**src/rtl/color_quant_pipe.sv**
```systemverilog
// color_quant_pipe
// Two-stage pipelined per-channel colour reduction. Each channel keeps a
// runtime-programmable number of MSBs, either truncated or rounded to nearest
// with saturation. Reduction settings are double-buffered: writes land in a
// shadow bank and are copied to the active bank by an accepted start-of-frame.
//
// Optional feature macro: COLOR_QUANT_STATS_EN adds the sat_count port.
//
// Ports:
//   clk, reset            clock, asynchronous active-high reset
//   in_valid/in_ready     input handshake; in_sof marks first pixel of a frame
//   in_data               NUM_CH x CH_W pixel, channel 0 in the LSBs
//   out_valid/out_ready   output handshake; out_sof travels with the pixel
//   out_data              reduced pixel
//   cfg_we/cfg_ch         shadow write strobe and channel index (>=NUM_CH ignored)
//   cfg_bits/cfg_round    kept MSB count (clamped to CH_W), 0=truncate 1=round
//   sat_count             (stats build) round-mode saturations this frame
module color_quant_pipe #(
  parameter int CH_W   = 8,
  parameter int NUM_CH = 3,
  localparam int CW  = $clog2(CH_W + 1),
  localparam int IW  = (NUM_CH > 1) ? $clog2(NUM_CH) : 1,
  localparam int DW  = NUM_CH * CH_W,
  localparam int SCW = $clog2(NUM_CH + 1)
) (
  input  logic          clk,
  input  logic          reset,
  input  logic          in_valid,
  output logic          in_ready,
  input  logic          in_sof,
  input  logic [DW-1:0] in_data,
  output logic          out_valid,
  input  logic          out_ready,
  output logic          out_sof,
  output logic [DW-1:0] out_data,
  input  logic          cfg_we,
  input  logic [IW-1:0] cfg_ch,
  input  logic [CW-1:0] cfg_bits,
  input  logic          cfg_round
`ifdef COLOR_QUANT_STATS_EN
  ,
  output logic [15:0]   sat_count
`endif
);

  function automatic logic [CW-1:0] clampBits(input logic [CW-1:0] b);
    logic [CW-1:0] r;
    if (int'(b) > CH_W) r = CW'(CH_W);
    else                r = b;
    return r;
  endfunction

  // Top k bits set.
  function automatic logic [CH_W-1:0] topMask(input logic [CW-1:0] k);
    logic [CH_W-1:0] m;
    for (int i = 0; i < CH_W; i++) m[i] = (i >= CH_W - int'(k));
    return m;
  endfunction

  // x + half an LSB of the kept field, one bit wider to expose overflow.
  function automatic logic [CH_W:0] roundSum(input logic [CH_W-1:0] x, input logic [CW-1:0] k);
    logic [CH_W:0] h;
    for (int i = 0; i <= CH_W; i++) h[i] = (i == CH_W - int'(k) - 1);
    return {1'b0, x} + h;
  endfunction

  function automatic logic isPartial(input logic [CW-1:0] k);
    return (k != {CW{1'b0}}) && (int'(k) < CH_W);
  endfunction

  function automatic logic [CH_W-1:0] quantize(input logic [CH_W-1:0] x,
                                               input logic [CW-1:0] k, input logic rnd);
    logic [CH_W-1:0] mask;
    logic [CH_W:0]   sum;
    logic [CH_W-1:0] y;
    mask = topMask(k);
    sum  = roundSum(x, k);
    if (k == {CW{1'b0}})  y = {CH_W{1'b0}};
    else if (int'(k) >= CH_W) y = x;
    else if (rnd) begin
      if (sum[CH_W]) y = mask;
      else           y = sum[CH_W-1:0] & mask;
    end
    else y = x & mask;
    return y;
  endfunction

  function automatic logic satEvent(input logic [CH_W-1:0] x, input logic [CW-1:0] k,
                                    input logic rnd);
    logic [CH_W:0] sum;
    sum = roundSum(x, k);
    return rnd && isPartial(k) && sum[CH_W];
  endfunction

  logic [CW-1:0]     shadowBits_r [NUM_CH];
  logic [NUM_CH-1:0] shadowRound_r;
  logic [CW-1:0]     activeBits_r [NUM_CH];
  logic [NUM_CH-1:0] activeRound_r;
  logic [CW-1:0]     nextShadowBits_s [NUM_CH];
  logic [NUM_CH-1:0] nextShadowRound_s;
  logic [CW-1:0]     beatBits_s [NUM_CH];
  logic [NUM_CH-1:0] beatRound_s;

  logic              v1_r, sof1_r, v2_r, sof2_r;
  logic [DW-1:0]     x1_r, y2_r, quantPix_s;
  logic [CW-1:0]     bits1_r [NUM_CH];
  logic [NUM_CH-1:0] round1_r;
  logic              en1_s, en2_s, inAccept_s;

  assign en2_s      = ~v2_r | out_ready;
  assign en1_s      = ~v1_r | en2_s;
  assign in_ready   = en1_s;
  assign inAccept_s = in_valid & en1_s;
  assign out_valid  = v2_r;
  assign out_data   = y2_r;
  assign out_sof    = sof2_r;

  // Shadow after this cycle's write; an sof beat uses it directly so a
  // same-cycle write applies to that beat.
  always_comb begin
    for (int c = 0; c < NUM_CH; c++) begin
      nextShadowBits_s[c]  = shadowBits_r[c];
      nextShadowRound_s[c] = shadowRound_r[c];
      if (cfg_we && (int'(cfg_ch) == c)) begin
        nextShadowBits_s[c]  = clampBits(cfg_bits);
        nextShadowRound_s[c] = cfg_round;
      end else begin
        nextShadowBits_s[c]  = shadowBits_r[c];
        nextShadowRound_s[c] = shadowRound_r[c];
      end
      if (in_sof) begin
        beatBits_s[c]  = nextShadowBits_s[c];
        beatRound_s[c] = nextShadowRound_s[c];
      end else begin
        beatBits_s[c]  = activeBits_r[c];
        beatRound_s[c] = activeRound_r[c];
      end
    end
  end

  // Shadow and active config banks.
  always_ff @(posedge clk or posedge reset) begin
    if (reset) begin
      for (int c = 0; c < NUM_CH; c++) begin
        shadowBits_r[c] <= CW'(CH_W);
        activeBits_r[c] <= CW'(CH_W);
      end
      shadowRound_r <= {NUM_CH{1'b0}};
      activeRound_r <= {NUM_CH{1'b0}};
    end else begin
      for (int c = 0; c < NUM_CH; c++) shadowBits_r[c] <= nextShadowBits_s[c];
      shadowRound_r <= nextShadowRound_s;
      if (inAccept_s && in_sof) begin
        for (int c = 0; c < NUM_CH; c++) activeBits_r[c] <= nextShadowBits_s[c];
        activeRound_r <= nextShadowRound_s;
      end else begin
        activeRound_r <= activeRound_r;
      end
    end
  end

  // Per-channel reduction of the S1 beat.
  always_comb begin
    quantPix_s = {DW{1'b0}};
    for (int c = 0; c < NUM_CH; c++)
      quantPix_s[c*CH_W +: CH_W] = quantize(x1_r[c*CH_W +: CH_W], bits1_r[c], round1_r[c]);
  end

  // S1 captures pixel plus its own config; S2 holds the reduced result.
  always_ff @(posedge clk or posedge reset) begin
    if (reset) begin
      v1_r     <= 1'b0;
      sof1_r   <= 1'b0;
      x1_r     <= {DW{1'b0}};
      round1_r <= {NUM_CH{1'b0}};
      for (int c = 0; c < NUM_CH; c++) bits1_r[c] <= CW'(CH_W);
      v2_r     <= 1'b0;
      sof2_r   <= 1'b0;
      y2_r     <= {DW{1'b0}};
    end else begin
      if (en1_s) begin
        v1_r <= in_valid;
        if (in_valid) begin
          x1_r     <= in_data;
          sof1_r   <= in_sof;
          round1_r <= beatRound_s;
          for (int c = 0; c < NUM_CH; c++) bits1_r[c] <= beatBits_s[c];
        end
      end
      if (en2_s) begin
        v2_r <= v1_r;
        if (v1_r) begin
          y2_r   <= quantPix_s;
          sof2_r <= sof1_r;
        end
      end
    end
  end

`ifdef COLOR_QUANT_STATS_EN
  logic [SCW-1:0] satIn_s, satS1_s;
  logic [16:0]    satSum_s;
  logic [15:0]    satCount_r;

  // Saturation counts for the incoming beat and for the beat leaving S1.
  always_comb begin
    satIn_s = {SCW{1'b0}};
    satS1_s = {SCW{1'b0}};
    for (int c = 0; c < NUM_CH; c++) begin
      satIn_s = satIn_s + SCW'(satEvent(in_data[c*CH_W +: CH_W], beatBits_s[c], beatRound_s[c]));
      satS1_s = satS1_s + SCW'(satEvent(x1_r[c*CH_W +: CH_W], bits1_r[c], round1_r[c]));
    end
    satSum_s = {1'b0, satCount_r} + 17'(satS1_s);
  end

  // An sof beat restarts the count with its own events at entry, so it is
  // skipped when it later leaves S1; an older beat leaving in that same cycle
  // belongs to the previous frame and is dropped.
  always_ff @(posedge clk or posedge reset) begin
    if (reset) satCount_r <= 16'h0000;
    else if (inAccept_s && in_sof) satCount_r <= 16'(satIn_s);
    else if (en2_s && v1_r && !sof1_r) satCount_r <= satSum_s[16] ? 16'hFFFF : satSum_s[15:0];
    else satCount_r <= satCount_r;
  end

  assign sat_count = satCount_r;
`endif

endmodule
```
**config.mk**
```make
export PLATFORM = sky130hd
export DESIGN_NAME = color_quant_pipe
export DESIGN_NICKNAME = d
export VERILOG_FILES = /design/src/rtl/color_quant_pipe.sv
export SDC_FILE = /design/constraint.sdc
export NUM_CORES = 1
export LEC_CHECK = 0
export ABC_AREA = 1
export CORE_ASPECT_RATIO = 1.4
export CORE_MARGIN = 4
export CORE_UTILIZATION = 50
export DETAILED_ROUTE_END_ITERATION = 7
export PLACE_DENSITY = 0.72
export SETUP_SLACK_MARGIN = 0.1
export SKIP_CTS_REPAIR_TIMING = 1
export SYNTH_ARGS = -nofsm -noshare
export SYNTH_HDL_FRONTEND = slang
export SYNTH_SLANG_ARGS = --single-unit
```
**constraint.sdc**
```tcl
create_clock -name clk -period 4.04 [get_ports clk]
set_input_delay 0.606 -clock clk [delete_from_list [all_inputs] [get_ports clk]]
set_output_delay 0.606 -clock clk [all_outputs]
set_load 0.05 [all_outputs]
```
# Word-level counts from Yosys, hierarchy flattened

Cells that the tools add are included.

$add $sub $neg: 9
$mul: 0
Divide/modulo/power cells: 0
Magnitude comparators: 28
Equality and inequality tests: 26
Shift operators: 0
Muxes and demuxes: 25
Bitwise operators: 11
Reductions and logical operators: 13

Operators with widths:

| operator              | number |
|---|---|
| $logic_not A32 Y1     | 3 |
| $mux W8               | 12 |
| $eq A4 B6 Y1 const A  | 12 |
| $ge A4 B5 Y1 const A  | 12 |
| $and A8 B8 Y8         | 6 |
| $eq A3 B6 Y1 const A  | 6 |
| $ge A3 B5 Y1 const A  | 6 |
| $mux W4               | 7 |
| $add A8 B9 Y9         | 3 |
| $eq A2 B6 Y1 const A  | 3 |
| $eq A5 B6 Y1 const A  | 3 |
| $sub A5 B2 Y6 const B | 3 |
| $ge A1 B5 Y1 const A  | 3 |
| $ge A2 B5 Y1 const A  | 3 |
| $sub A4 B4 Y5 const A | 3 |
| $ge A4 B4 Y1 const B  | 3 |
| $logic_not A4 Y1      | 3 |
| $mux W1               | 6 |
| $eq A2 B2 Y1 const B  | 2 |
| $gt A4 B4 Y1 const B  | 1 |
| $logic_and A1 B1 Y1   | 4 |
| $reduce_and A2 Y1     | 2 |
| $logic_not A2 Y1      | 1 |
| $not A1 Y1            | 2 |
| 2 further kinds       | 3 |

Register bits after elaboration: 97
Latch bits: 0
RAM bits: 0
ROM bits: 0
Input port bits: 37
Output and inout port bits: 27
Logic and storage cells: 130
Memories: 0

# Depth between registers and ports, before layout

Gate-level depths: netlist of the first run.

Depth in word-level cells: 9
Gate-level depth with buffers: 23
Depth with buffers taken out: 23

# Worst setup path before layout of the first run

Ideal clock, no wire load.

Path kind: reg-to-reg
From: reg bits1_r[4] (netlist name)
To: reg y2_r[9] (netlist: out_data[9])
Setup time: 0.122 ns
Arrival: 3.312 ns
Data required time: 3.918 ns
Path slack: 0.606 ns
Stages on the path, launching flop included: 21
Buffers on the path: 0
Period minus slack after synthesis: 3.434 ns
Path through: dfrtp_1 > inv_1 > ha_1 > inv_1 > nor2_1 > nor2_1 > nor2_2 > nand2_2 > o21ai_1 > nor3_1 > ha_1 > fa_1 > nand3_1 > nand2_1 > nand2_1 > nand3_1 > or2_2 > o2111ai_1 > nand2_1 > nand2_1 > o21ai_1

Cells in the longest elaborated chain, start to end: 9
Elaborated cells between the ends (all ways): 21
Classes of those cells: add/sub: 3; order compare: 2; eq/ne: 8; mux: 4; bitwise: 2; reduce/logical: 2

Ends and longest elaborated chain:

| what                                                     | line   | source |
|---|---|---|
| start: declaration                                       | 106    | `logic [CW-1:0] bits1_r [NUM_CH];` |
| $sub A4 B4 Y5                                            | 56, 63 |  |
| $sub A5 B2 Y6                                            | 63     | `for (int i = 0; i <= CH_W; i++) h[i] = (i == CH_W - int'(k) - 1);` |
| $logic_not A32 Y1 / $eq A2 B6 Y1 (equally long branches) | 63     |  |
| $add A8 B9 Y9                                            | 64     | `return {1'b0, x} + h;` |
| $and A8 B8 Y8                                            | 82     | `else y = sum[CH_W-1:0] & mask;` |
| $mux W8                                                  | 81     | `if (sum[CH_W]) y = mask;` |
| $mux W8                                                  | 80     | `else if (rnd) begin` |
| $mux W8                                                  | 79     | `else if (int'(k) >= CH_W) y = x;` |
| $mux W8 (*)                                              | 78     | `if (k == {CW{1'b0}}) y = {CH_W{1'b0}};` |
| end signal: assignment                                   | 179    | `y2_r <= {DW{1'b0}};` |
| end signal: assignment                                   | 193    | `y2_r <= quantPix_s;` |
| end: declaration                                         | 105    | `logic [DW-1:0] x1_r, y2_r, quantPix_s;` |

Mark *: on every way between the ends. The rest lies on a longest branch, timed or not.
A chain may end at the register's enable or synchronous reset.

# Final worst setup path of the first run

From: reg bits1_r[5] (netlist name)
To: reg y2_r[9] (netlist: out_data[9])

The elaborated chain is that of the path after synthesis.

==> summary.md, run 1 <==
| Metric | Value |
|---|---|
| Outcome | `finished, final reports clean` |
| Pleak | `3.648 nW` |
| TNS Setup | `0 ps` |
| Congestion Overflow GR | `0` |
| WP data arrival | `3990 ps` |
| CP peak stage delay | `420 ps` |
| Gpl congestion | `about 0.97` |
| Setup Crit Path Kind | `reg -> reg` |
| R2R cell count | `22` |
| Yosys reg bits | `97` |
| Most common cell after layout, fill and taps aside | `nand2_1` |
| Hold Path Depth | `2` |
| Final hold violations | `0` |
| CTS tree | `built` |
| Clock Latency Late Sink | `about 340 ps` |
| I/O Buffers | `63` |
| # clock sinks | `slightly below 100` |
| Slew @ Worst Pin | `between 700 and 800 ps` |
| Die area | `14,240 um^2` |
| PnR Total Power | `4.558 mW` |
| Mapped cell area | `roughly 6000 um^2` |
| TritonRoute pass-1 iters | `5` |
| Syn Area/Cell | `between 7 and 8 um^2` |
| Share of cells above drive strength 1 | `9.400%` |
| Post-synth top area share | `35.61%` |
| CP Launch Point | `bits1_r[5]` |
| Ys Warns | `0` |
| Tmin final | `between 3000 and 4000 ps` |
| Worst reg-to-reg setup slack | `280 ps` |
| CTS Buffer Depth | `2` |
| CP required | `approximately 4300 ps` |
| Number of synthesized flops with an enable pin | `0` |
| CP most frequent cell | `nand2_1` |
| HP Class | `reg -> reg` |
| DR vias | `5,620` |
| Family with the most delay on the worst path | `simple AND/OR/NAND/NOR gates` |
| Post-synth top area cell | `dfrtp_1` |
| Site row count | `47` |
| Peak VDD IR | `382.2 uV` |
| Syn_nets | `between 800 and 900` |
| Final Cycle Share | `93.03%` |
| Most frequent cells in the layout | `nand2_1 (232), inv_1 (103), dfrtp_1 (88)` |
| Reg-to-Reg End | `out_data[9]` |
| Nets | `~960` |
| RSZ-0062 raised after global routing | `yes` |
| Max_slew headroom | `slightly below 50%` |
| DRC Markers | `0` |
| I/O pins | `64` |
| Vias in the first global route | `between 5,000 and 6,000` |
| Top cells by area, synth | `dfrtp_1 (36%), nand2_1 (14%), ha_1 (8.9%)` |
| Final HPWL DP | `roughly 12,000 um` |
| Hold Worst Slack | `about 470 ps` |
| CTS buffer count | `9` |
| Power Dens Cells | `around 620 nW/um^2` |
| R2r startpoint | `bits1_r[5]` |
| Drt total wl | `~16,000 um` |
| H-tree depth | `3` |
| Vias/cell | `approximately 5.5` |
| Buf/Inv on CP | `3` |
| CP max FO | `8` |
| WL per Instance | `roughly 15 um` |
| Seq/Total Area, Yosys | `just under 40%` |
| Initial Util | `around half` |
| Area added between synthesis and finish | `19.26%` |
| Routed Antenna Nets | `0` |
| Max-slew violations | `0` |
| CP endpoint kind | `flop` |
| Setup Viol. Count Final | `0` |
| Initial antenna violation count | `0` |
| Slowest cell on crit path | `dfrtp_1` |
| Detailed Route Iter0 Violations | `319` |
| Clk slew on worst S/H paths | `roughly 70 ps` |
| Startpoint Class | `flop` |
| First-pass GRT wire length | `about 27,000 um` |
| Chip Width | `102.0 um` |
| Mapped Cells | `just over 800` |
| Skew final | `between 5 and 6 ps` |
| HP Start | `shadowBits_r[5]` |
| Total Routing Usage GR | `between 20% and 30%` |
| Hold EP | `shadowBits_r[5]` |
| Max Cap Viol | `0` |
| Max Clock Freq | `approximately 0.27 GHz` |
| Unique cell type count in the Yosys netlist | `45` |
| Largest net degree at the start of global routing | `50` |
| Crit-path cells | `inv_1, ha_2, inv_1, nor2_2, nor2_1, inv_1, nand3_1, nor2_1, nor2_1, o21ai_4, nor3_1, ha_1, fa_1, nand3_1, nand2_1, nand2_1, nand3_1, or2_2, o2111ai_1, nand2_1, nand2_1, o21ai_1` |
| Async SR Flop Fraction | `100.0%` |
| Clock Root Buffer | `clkbuf_16` |
| Main flop type after synthesis | `dfrtp_1` |
| Core outline area | `about 12,000 um^2` |
| Die Height | `around 140 um` |
| Number of diodes | `0` |
area by class of cell:
type,instances,area (um^2)
fillers,1104,4622
multi-input cells,578,3263
flip-flops and latches,97,2439
repair buffers,77,735.7
inverters,115,432.9
clock buffers,9,225.2
well taps,147,183.9
clock inverters,7,95.09
routing by layer:
layer	routed length [um]	up-vias	global-route usage, %
li1	-	2803	-
met1	6499	2646	27.84
met2	8485	136	42.10
met3	581	35	3.455
met4	354	0	7.464
met5	0	-	0
flip-flops by register name, summed over array words and instances, names as in the netlist:
name	cells
activeBits_r	12
activeRound_r	3
bits1_r	12
out_data	24
out_sof	1
out_valid	1
round1_r	3
shadowBits_r	12
shadowRound_r	3
sof1_r	1
v1_r	1
x1_r	24
synth_stat cells (9+ instances only):
| library cell | instances |
|---|---|
| nand2_1 | 232 |
| inv_1 | 108 |
| dfrtp_1 | 88 |
| o21ai_0 | 71 |
| ha_1 | 44 |
| a21oi_1 | 36 |
| nor2_1 | 34 |
| nand3_1 | 28 |
| nor3_1 | 27 |
| o221ai_1 | 18 |
| clkbuf_1 | 12 |
| xor2_1 | 12 |
| o211ai_1 | 11 |
| dfstp_2 | 9 |
logic make-up (layout without fill, tap and decap cells):
| kind of cell | Yosys count | count (layout) | share of synthesized area [%] |
|---|---|---|---|
| AO/OA/AOI/OAI | 162 | 162 | 15.54 |
| XOR/XNOR | 16 | 16 | 2.388 |
| adder cells (fa/ha/maj) | 47 | 47 | 9.875 |
| buffers and inverters | 133 | 208 | 8.377 |
| flip-flops | 97 | 97 | 39.44 |
| multiplexers | 1 | 1 | 0.1821 |
| AND/OR/NAND/NOR | 352 | 352 | 24.20 |
report_power, final:
part	internal (mW)	switching (mW)	total, mW
Clock	0.543	0.376	0.918
Sequential	1.22	0.176	1.39
Combinational	0.757	1.49	2.25
Total	2.52	2.04	4.56
worst min-delay path: cells and delay by family, from the launching register on:
kind,cells,cell delay [ps]
flops,1,320
simple gates,2,120
through the flow:
stage               util (%)  setup WS (ps)  instance area, um^2  instances
floorplan                  -          605.8                 6183        808
global placement       58.31          333.9                 6995       1011
detailed placement     58.31          110.8                 6995       1011
CTS                    60.98          60.73                 7316       1027
global route           61.47          50.35                 7375       1030
finish                 61.47          281.5                 7375       1030
worst max-delay path by stage:
stage | to | cells past startpoint
2_1_floorplan | out_data[9] | 20
3_3_place_gp | out_data[9] | 20
3_5_place_dp | out_data[9] | 22
4_1_cts | out_data[9] | 22
5_1_grt | out_data[9] | 20
6_report | out_data[9] | 22
Note: power is estimated with default switching activity, not from simulation.
==> run 2: changes to the inputs <==
--- a/config.mk
+++ b/config.mk
@@ -6,6 +6,7 @@
 export NUM_CORES = 1
 export LEC_CHECK = 0
 export ABC_AREA = 1
+export ABC_CLOCK_PERIOD_IN_PS = 4040
 export CORE_ASPECT_RATIO = 1.4
 export CORE_MARGIN = 4
 export CORE_UTILIZATION = 50
@@ -13,6 +14,7 @@
 export PLACE_DENSITY = 0.72
 export SETUP_SLACK_MARGIN = 0.1
 export SKIP_CTS_REPAIR_TIMING = 1
+export SLEW_MARGIN = 20
 export SYNTH_ARGS = -nofsm -noshare
 export SYNTH_HDL_FRONTEND = slang
 export SYNTH_SLANG_ARGS = --single-unit
==> results of run 2 <==
Same layout as run 1: the final DEF is identical, and so are final timing and power.
